--- src/rtl/pattern_scan_pkg.sv ---
// -----------------------------------------------------------------------------
// pattern_scan_pkg
// Purpose : shared types and reset-default constants for the programmable
//           serial pattern scanner.
// Contents: state_t      - controller state encoding (IDLE, SCAN, DONE)
//           DEF_PAT      - pattern loaded at reset ('b101)
//           DEF_LEN      - pattern length loaded at reset (3)
//           DEF_OVL      - overlap mode loaded at reset (1 = overlapping)
// -----------------------------------------------------------------------------
package pattern_scan_pkg;

   typedef enum logic [1:0] {
      IDLE = 2'd0,
      SCAN = 2'd1,
      DONE = 2'd2
   } state_t;

   localparam int   DEF_PAT = 'b101;
   localparam int   DEF_LEN = 3;
   localparam logic DEF_OVL = 1'b1;

endpackage

--- src/rtl/pattern_scan_ctrl_window.sv ---
// -----------------------------------------------------------------------------
// pattern_window
// Purpose : serial shift window, history counter and length-masked compare
//           against the programmed pattern. The match output is combinational
//           and includes the bit currently presented on i_x.
// Ports   : clk      - clock, state updates on the falling edge
//           rst      - asynchronous active-low reset
//           i_clear  - clear window and history (frame start)
//           i_shift  - accept i_x into the window this cycle
//           i_x      - serial data bit
//           i_pat    - pattern, bit [len-1] is the oldest expected bit
//           i_len    - pattern length (already clamped to 1..MAX_LEN)
//           i_ovl    - 1 = overlapping matches, 0 = non-overlapping
//           o_match  - window including i_x equals the pattern
// -----------------------------------------------------------------------------
module pattern_window
   import pattern_scan_pkg::*;
#(
   parameter int MAX_LEN = 8,
   parameter int LW      = $clog2(MAX_LEN + 1)
) (
   input  logic               clk,
   input  logic               rst,
   input  logic               i_clear,
   input  logic               i_shift,
   input  logic               i_x,
   input  logic [MAX_LEN-1:0] i_pat,
   input  logic [LW-1:0]      i_len,
   input  logic               i_ovl,
   output logic               o_match
);

   logic [MAX_LEN-1:0] r_win;
   logic [LW-1:0]      r_hist;
   logic [MAX_LEN-1:0] w_nwin;
   logic [MAX_LEN-1:0] w_mask;
   logic               w_hist_ok;

   // Newest bit enters at the LSB, so the last len bits sit in w_nwin[len-1:0].
   assign w_nwin = {r_win[MAX_LEN-2:0], i_x};

   always_comb begin
      w_mask = '0;
      for (int i = 0; i < MAX_LEN; i++) begin
         w_mask[i] = (i < int'(i_len));
      end
   end

   // r_hist counts bits usable for the next match; +1 accounts for i_x itself.
   assign w_hist_ok = (({1'b0, r_hist} + 1'b1) >= {1'b0, i_len});
   assign o_match   = w_hist_ok && (((w_nwin ^ i_pat) & w_mask) == '0);

   always_ff @(negedge clk or negedge rst) begin
      if (!rst) begin
         r_win  <= '0;
         r_hist <= '0;
      end else if (i_clear) begin
         r_win  <= '0;
         r_hist <= '0;
      end else if (i_shift) begin
         r_win <= w_nwin;
         // Non-overlapping mode: bits of a match may not seed the next one.
         if (o_match && !i_ovl) begin
            r_hist <= '0;
         end else if (r_hist != LW'(MAX_LEN)) begin
            r_hist <= r_hist + 1'b1;
         end
      end
   end

endmodule

--- src/rtl/pattern_scan_ctrl.sv ---
// -----------------------------------------------------------------------------
// pattern_scan_ctrl
// Purpose : programmable serial sequence detector. Holds a run-time pattern,
//           scans a frame of frame_len serial bits, flags matches on q and
//           counts them (saturating) in match_cnt.
// Ports   : clk, rst            - falling-edge clock, async active-low reset
//           cfg_we/pat/len/ovl  - configuration load, honoured only in IDLE
//           start, frame_len    - begin a frame, honoured only in IDLE
//           x_valid, x          - serial input stream
//           busy                - high in SCAN and DONE
//           q                   - Mealy match flag for the current bit
//           match_cnt           - matches in current/last frame
//           done                - one-cycle end-of-frame pulse
//           dbg_state           - current controller state (observability)
// Handshake: a bit is consumed on every falling edge where the controller is
//           in SCAN and x_valid is high; there is no back-pressure.
// -----------------------------------------------------------------------------
module pattern_scan_ctrl
   import pattern_scan_pkg::*;
#(
   parameter int  MAX_LEN = 8,
   parameter int  CNT_W   = 8,
   parameter int  FRAME_W = 8,
   localparam int LW      = $clog2(MAX_LEN + 1)
) (
   input  logic               clk,
   input  logic               rst,
   input  logic               cfg_we,
   input  logic [MAX_LEN-1:0] cfg_pat,
   input  logic [LW-1:0]      cfg_len,
   input  logic               cfg_ovl,
   input  logic               start,
   input  logic [FRAME_W-1:0] frame_len,
   input  logic               x_valid,
   input  logic               x,
   output logic               busy,
   output logic               q,
   output logic [CNT_W-1:0]   match_cnt,
   output logic               done,
   output state_t             dbg_state
);

   state_t             r_state;
   logic [MAX_LEN-1:0] r_pat;
   logic [LW-1:0]      r_len;
   logic               r_ovl;
   logic [FRAME_W-1:0] r_frame_len;
   logic [FRAME_W-1:0] r_bitcnt;
   logic [CNT_W-1:0]   r_match_cnt;
   logic               r_busy;
   logic               r_done;

   logic               w_accept;
   logic               w_clear;
   logic               w_match;
   logic [FRAME_W-1:0] w_bitcnt_nxt;
   logic [LW-1:0]      w_len_clamped;

   assign w_accept     = (r_state == SCAN) && x_valid;
   assign w_clear      = (r_state == IDLE) && start;
   assign w_bitcnt_nxt = r_bitcnt + 1'b1;

   always_comb begin
      w_len_clamped = cfg_len;
      if (cfg_len == '0) begin
         w_len_clamped = LW'(1);
      end else if (cfg_len > LW'(MAX_LEN)) begin
         w_len_clamped = LW'(MAX_LEN);
      end
   end

   pattern_window #(
      .MAX_LEN (MAX_LEN),
      .LW      (LW)
   ) u_window (
      .clk     (clk),
      .rst     (rst),
      .i_clear (w_clear),
      .i_shift (w_accept),
      .i_x     (x),
      .i_pat   (r_pat),
      .i_len   (r_len),
      .i_ovl   (r_ovl),
      .o_match (w_match)
   );

   assign q         = w_accept && w_match;
   assign busy      = r_busy;
   assign done      = r_done;
   assign match_cnt = r_match_cnt;
   assign dbg_state = r_state;

   always_ff @(negedge clk or negedge rst) begin
      if (!rst) begin
         r_state     <= IDLE;
         r_pat       <= MAX_LEN'(DEF_PAT);
         r_len       <= LW'(DEF_LEN);
         r_ovl       <= DEF_OVL;
         r_frame_len <= '0;
         r_bitcnt    <= '0;
         r_match_cnt <= '0;
         r_busy      <= 1'b0;
         r_done      <= 1'b0;
      end else begin
         case (r_state)
            IDLE: begin
               // Config loads on the same edge as start, so it applies to this frame.
               if (cfg_we) begin
                  r_pat <= cfg_pat;
                  r_len <= w_len_clamped;
                  r_ovl <= cfg_ovl;
               end
               if (start) begin
                  r_frame_len <= frame_len;
                  r_bitcnt    <= '0;
                  r_match_cnt <= '0;
                  r_busy      <= 1'b1;
                  if (frame_len == '0) begin
                     r_state <= DONE;
                     r_done  <= 1'b1;
                  end else begin
                     r_state <= SCAN;
                  end
               end
            end
            SCAN: begin
               if (x_valid) begin
                  r_bitcnt <= w_bitcnt_nxt;
                  if (w_match && (r_match_cnt != '1)) begin
                     r_match_cnt <= r_match_cnt + 1'b1;
                  end
                  if (w_bitcnt_nxt == r_frame_len) begin
                     r_state <= DONE;
                     r_done  <= 1'b1;
                  end
               end
            end
            DONE: begin
               r_state <= IDLE;
               r_done  <= 1'b0;
               r_busy  <= 1'b0;
            end
            default: begin
               r_state <= IDLE;
               r_done  <= 1'b0;
               r_busy  <= 1'b0;
            end
         endcase
      end
   end

endmodule

--- config.mk ---
export PLATFORM = sky130hd
export DESIGN_NAME = pattern_scan_ctrl
export DESIGN_NICKNAME = d
export VERILOG_FILES = /design/src/rtl/pattern_scan_pkg.sv /design/src/rtl/pattern_scan_ctrl_window.sv /design/src/rtl/pattern_scan_ctrl.sv
export SDC_FILE = /design/constraint.sdc
export NUM_CORES = 1
export LEC_CHECK = 0
export BUFFER_PORTS_ARGS = -buffer_cell sky130_fd_sc_hd__buf_2
export CORE_MARGIN = 2
export CORE_UTILIZATION = 43
export CTS_CLUSTER_DIAMETER = 120
export DETAILED_ROUTE_END_ITERATION = 6
export GPL_TIMING_DRIVEN = 0
export PLACE_DENSITY = 0.73
export SYNTH_ARGS = -nofsm -noshare
export SYNTH_HDL_FRONTEND = slang
export SYNTH_SLANG_ARGS = --single-unit
--- constraint.sdc ---
create_clock -name clk -period 7.6 [get_ports clk]
set_input_delay 0.38 -clock clk [delete_from_list [all_inputs] [get_ports clk]]
set_output_delay 0.38 -clock clk [all_outputs]
set_load 0.005 [all_outputs]
# ---- Word level (Yosys, flattened, before mapping)
# Cells that the tools add are included.
dict set report totals {
  wordCells 85
  ff_bits 52
  output_inout_bits 13
  inputBits 27
}
dict set report op_classes {
  eq_ne 9
  bitwise_logic 3
  reduce_logical 22
  n_addsub 4
  n_lt_le_gt_ge 10
  mux 26
}
# op count
set ops {}
lappend ops {{8-bit 2-to-1 mux} 4}
lappend ops {{8-bit case mux with 2 select lines} 2}
lappend ops {{4-bit 2-to-1 mux} 6}
lappend ops {{8-bit by 1-bit adder with 8-bit output (second input constant)} 2}
lappend ops {{8-bit logical NOT} 2}
lappend ops {{3-bit by 4-bit less-than comparator with 1-bit output (first input constant)} 4}
lappend ops {{7-bit 2-to-1 mux} 2}
lappend ops {{8-bit AND} 1}
lappend ops {{8-bit equality test} 1}
lappend ops {{1-bit by 4-bit less-than comparator with 1-bit output (first input constant)} 2}
lappend ops {{2-bit by 4-bit less-than comparator with 1-bit output (first input constant)} 2}
lappend ops {{2-bit 2-to-1 mux} 4}
lappend ops {{8-bit inequality test (second input constant)} 1}
lappend ops {{2-bit AND reduction} 4}
lappend ops {{4-bit AND reduction} 2}
lappend ops {{8-bit bitwise XOR} 1}
lappend ops {{1-bit logical AND} 6}
lappend ops {{2-bit by 1-bit inequality test with 1-bit output (second input constant)} 3}
lappend ops {{3-bit AND reduction} 2}
lappend ops {{4-bit by 1-bit adder with 5-bit output (second input constant)} 1}
lappend ops {{5-bit by 4-bit greater-or-equal comparator with 1-bit output} 1}
lappend ops {{1-bit 2-to-1 mux} 5}
lappend ops {{4-bit by 1-bit adder with 4-bit output (second input constant)} 1}
lappend ops {{4-bit greater-than comparator (second input constant)} 1}
lappend ops {{11 further kinds} 14}

# ---- Logic depth before layout (Yosys ltp)
dict set report depth {
  word_depth 8
  depth_mapped 10
  depth_no_buf 9
}

# ---- Cells and area by module
# From an unflattened synthesis, not the netlist that was laid out.
dict set report hier_totals {
  hier_cells 293
  area_unflattened_um2 2906.5
}
# module seq_area_each_um2 cells_per_inst instances area_per_inst_um2
set modules_own_cells {}
lappend modules_own_cells {pattern_scan_ctrl 1032.2 207 1 2060.7}
lappend modules_own_cells {pattern_window 275.3 86 1 845.8}

==> results.cfg <==
[final_layout]
num_antenna_cells = 0
fillerInstances = 594
nets = 386
drive_above_1_share_pct = 17.3
postLayoutCellArea_um2 = 3230
areaGrowthSynthToFinish_pct = 14.1

[timing]
setup_violations = 0
setup_ws_ps = 672
worstMarginPinSlew_ps = 1170
hold_viol_final = 0
maxSlewHeadroom_pct = 22.0
final.setup.tns_ps = 0
drv_slew = 0
skew_ps = 57.3
rsz0062_at_grt = no

[clocking]
cts_hold_buf = 0
clk_pin_slew_worst_paths_ps = 60
ctsResizeCount = 0
clock_latency_ps = 360
clock_path_buffers = 2
htree_levels = 2
cts_setup_buffers = 0
cts.sinks = 52
cts_tree = yes
numCtsBuffers = 5
ctsRootBufferMaster = clkbuf_8

[worst_setup_path]
end_kind = output port
regToRegSetupSlack_ps = 4850
worstReg2RegStart = u_window.r_hist[0]$_DFFE_NN0P_
critPathCapture = q
timing.setup.critical_path_class = reg -> out
cp_max_fo = 10
critical_path_required_ps = 7220
startpoint = u_window.r_hist[0]$_DFFE_NN0P_
critical_path.startpoint_type = register
crit_arrival_ps = 6550
reg2reg_depth = 10
reg2reg_to = u_window.r_hist[3]$_DFFE_NN0P_

[synthesis]
synth-edff-count = 0
syn_nets = 336
synth_top_area_share_pct = 41.6
synth_top_flop_cell = dfrtn_1
synth_cell_types = 49
synth_area_leaders = dfrtn_1, nand2_1, dfstp_2
syn_area_um2 = 2830
yosysMostFrequentCell = nand2_1
ys_seq_elements = 52
synthCells = 301
synth_top_area_cell = dfrtn_1
yosys_warnings = 0
syn_avg_cell_area_um2 = 9.40
synth_commonest_cells = nand2_1, dfrtn_1, o21ai_0
ys_seq_area_share_pct = 46.2
async_flop_share_pct = 100

[routing]
detail-route-antenna-nets = 0
first_iter_violations = 179
dr_total_vias = 2417
viasPerCell = 5.63
routed_wl_um = 6130
route.detailed.drc = 0
wire_per_inst_um = 14.3
firstDrtPassIters = 4

[floorplan]
rows = 29
die_w_um = 85.1
start_util_pct = 44.6
die_h_um = 85.1
die_area_um2 = 7240
core_area_um2 = 6350
ios = 40

[hold_path]
hold_class = reg -> reg

[placement]
dp_hpwl_um = 4460
pre_cts_slack_ps = 1030
place_area_um2 = 3120
finalWeightedCongestion = 0.805
port_buffers = 39

[outcome]
status = complete, no violations

[global_routing]
grt_max_degree = 53
grt_pass1_vias = 2326
antenna_found_initial = 0
overflow = 0
grt_pass1_wl_um = 10600
grtUsageTotal_pct = 17.9

[flow_run]
drv_cap = 0

[power_and_ir_drop]
leakage_nw = 1.50
irDropWorstVdd_uv = 142
power_density_nw_per_um2 = 339
how the worst min path moves through the flow:
stage,startpoint,end,slack (ps),depth (start not counted)
6_report,busy$_DFFE_NN0P_,busy$_DFFE_NN0P_,430,1
5_1_grt,busy$_DFFE_NN0P_,busy$_DFFE_NN0P_,450,1
4_1_cts,r_bitcnt[7]$_DFFE_NN0P_,r_bitcnt[7]$_DFFE_NN0P_,430,1
3_5_place_dp,r_bitcnt[7]$_DFFE_NN0P_,r_bitcnt[7]$_DFFE_NN0P_,430,1
3_3_place_gp,busy$_DFFE_NN0P_,busy$_DFFE_NN0P_,420,1
2_1_floorplan,r_bitcnt[7]$_DFFE_NN0P_,r_bitcnt[7]$_DFFE_NN0P_,390,1
final cells by class:
| type | count | area (µm²) | area share [%] |
|---|---|---|---|
| Buffer | 10 | 37.5 | 1.16 |
| Clock buffer | 6 | 82.6 | 2.56 |
| Tap cell | 77 | 96.3 | 2.99 |
| Timing Repair Buffer | 39 | 195 | 6.05 |
| Multi-Input combinational cell | 229 | 1450 | 44.8 |
| Clock inverter | 7 | 27.5 | 0.853 |
| Sequential cell | 52 | 1310 | 40.5 |
| Inverter | 9 | 33.8 | 1.05 |
layout by cell type (no fill, tap or decap), types with 2 or more instances in the layout:
master	instances
a211oi_1	3
a21o_1	2
a21oi_1	13
a22o_1	3
a31oi_1	3
and2_1	3
and3_1	5
buf_2	39
clkbuf_1	9
clkbuf_8	6
dfrtn_1	47
dfstp_2	5
ha_1	8
inv_1	14
mux2_1	6
mux2_2	4
nand2_1	57
nand2b_1	6
nand3_1	12
nand3b_1	2
nor2_1	14
nor2b_1	4
nor3_1	4
nor4_1	2
o2111ai_1	2
o211ai_1	2
o21ai_0	15
o21ai_1	6
o221ai_1	3
o22ai_1	3
o31ai_1	5
or2_2	2
or4_1	4
xnor2_1	9
xor2_1	12
through the flow:
step / total power, mW / cells / utilization [%] / hold slack (ps)
5_1_grt: 1.18 / 429 / 50.8 / 451
6_report: 1.09 / 429 / 50.8 / 429
2_1_floorplan: 0.800 / 301 / - / 395
3_5_place_dp: 0.929 / 417 / 49.1 / 431
3_3_place_gp: 0.909 / 417 / 49.1 / 419
4_1_cts: 1.10 / 429 / 50.8 / 434
worst max-delay path, stage by stage (launching register included):
cell,delay [ps]
dfrtn_1,420
ha_1,250
nor2b_1,140
or2_2,280
ha_1,270
o21ai_0,150
o21ai_1,130
o211ai_4,150
clkbuf_1,380
nor2_1,110
buf_2,150
state kept, by name (all words and copies together), names as in the netlist:
register and count:
r_len 4, u_window.r_hist 4, match_cnt 8, done 1, dbg_state 2, r_frame_len 8
r_ovl 1, busy 1, u_window.r_win 7, r_bitcnt 8, r_pat 8
report_power, final:
part	internal, mW	switching (mW)
Sequential	0.384	0.0957
Combinational	0.191	0.250
Clock	0.0759	0.0959
per-layer routing:
layer	global-route usage, %	up-vias	wire (µm)	share of wire (%)
li1	-	1166	-	-
met1	24.8	1195	2840	46
met2	29.3	49	3030	49
met3	3.31	7	198	3.2
met4	4.18	0	60	0.98
met5	0	-	0	0
kinds of logic (layout without fill, tap and decap cells):
family	Yosys count	count (layout)	share of synthesized area, %
xor gates and xnor gates	21	21	6.50
AOI/OAI and AO/OA	71	71	17.2
DFF	52	52	46.2
and+or+nand+nor	118	118	19.5
buffers and inverters	20	71	2.65
muxes	11	11	4.33
adders and majority gates	8	8	3.54
Power figures use the tool's default switching activity.
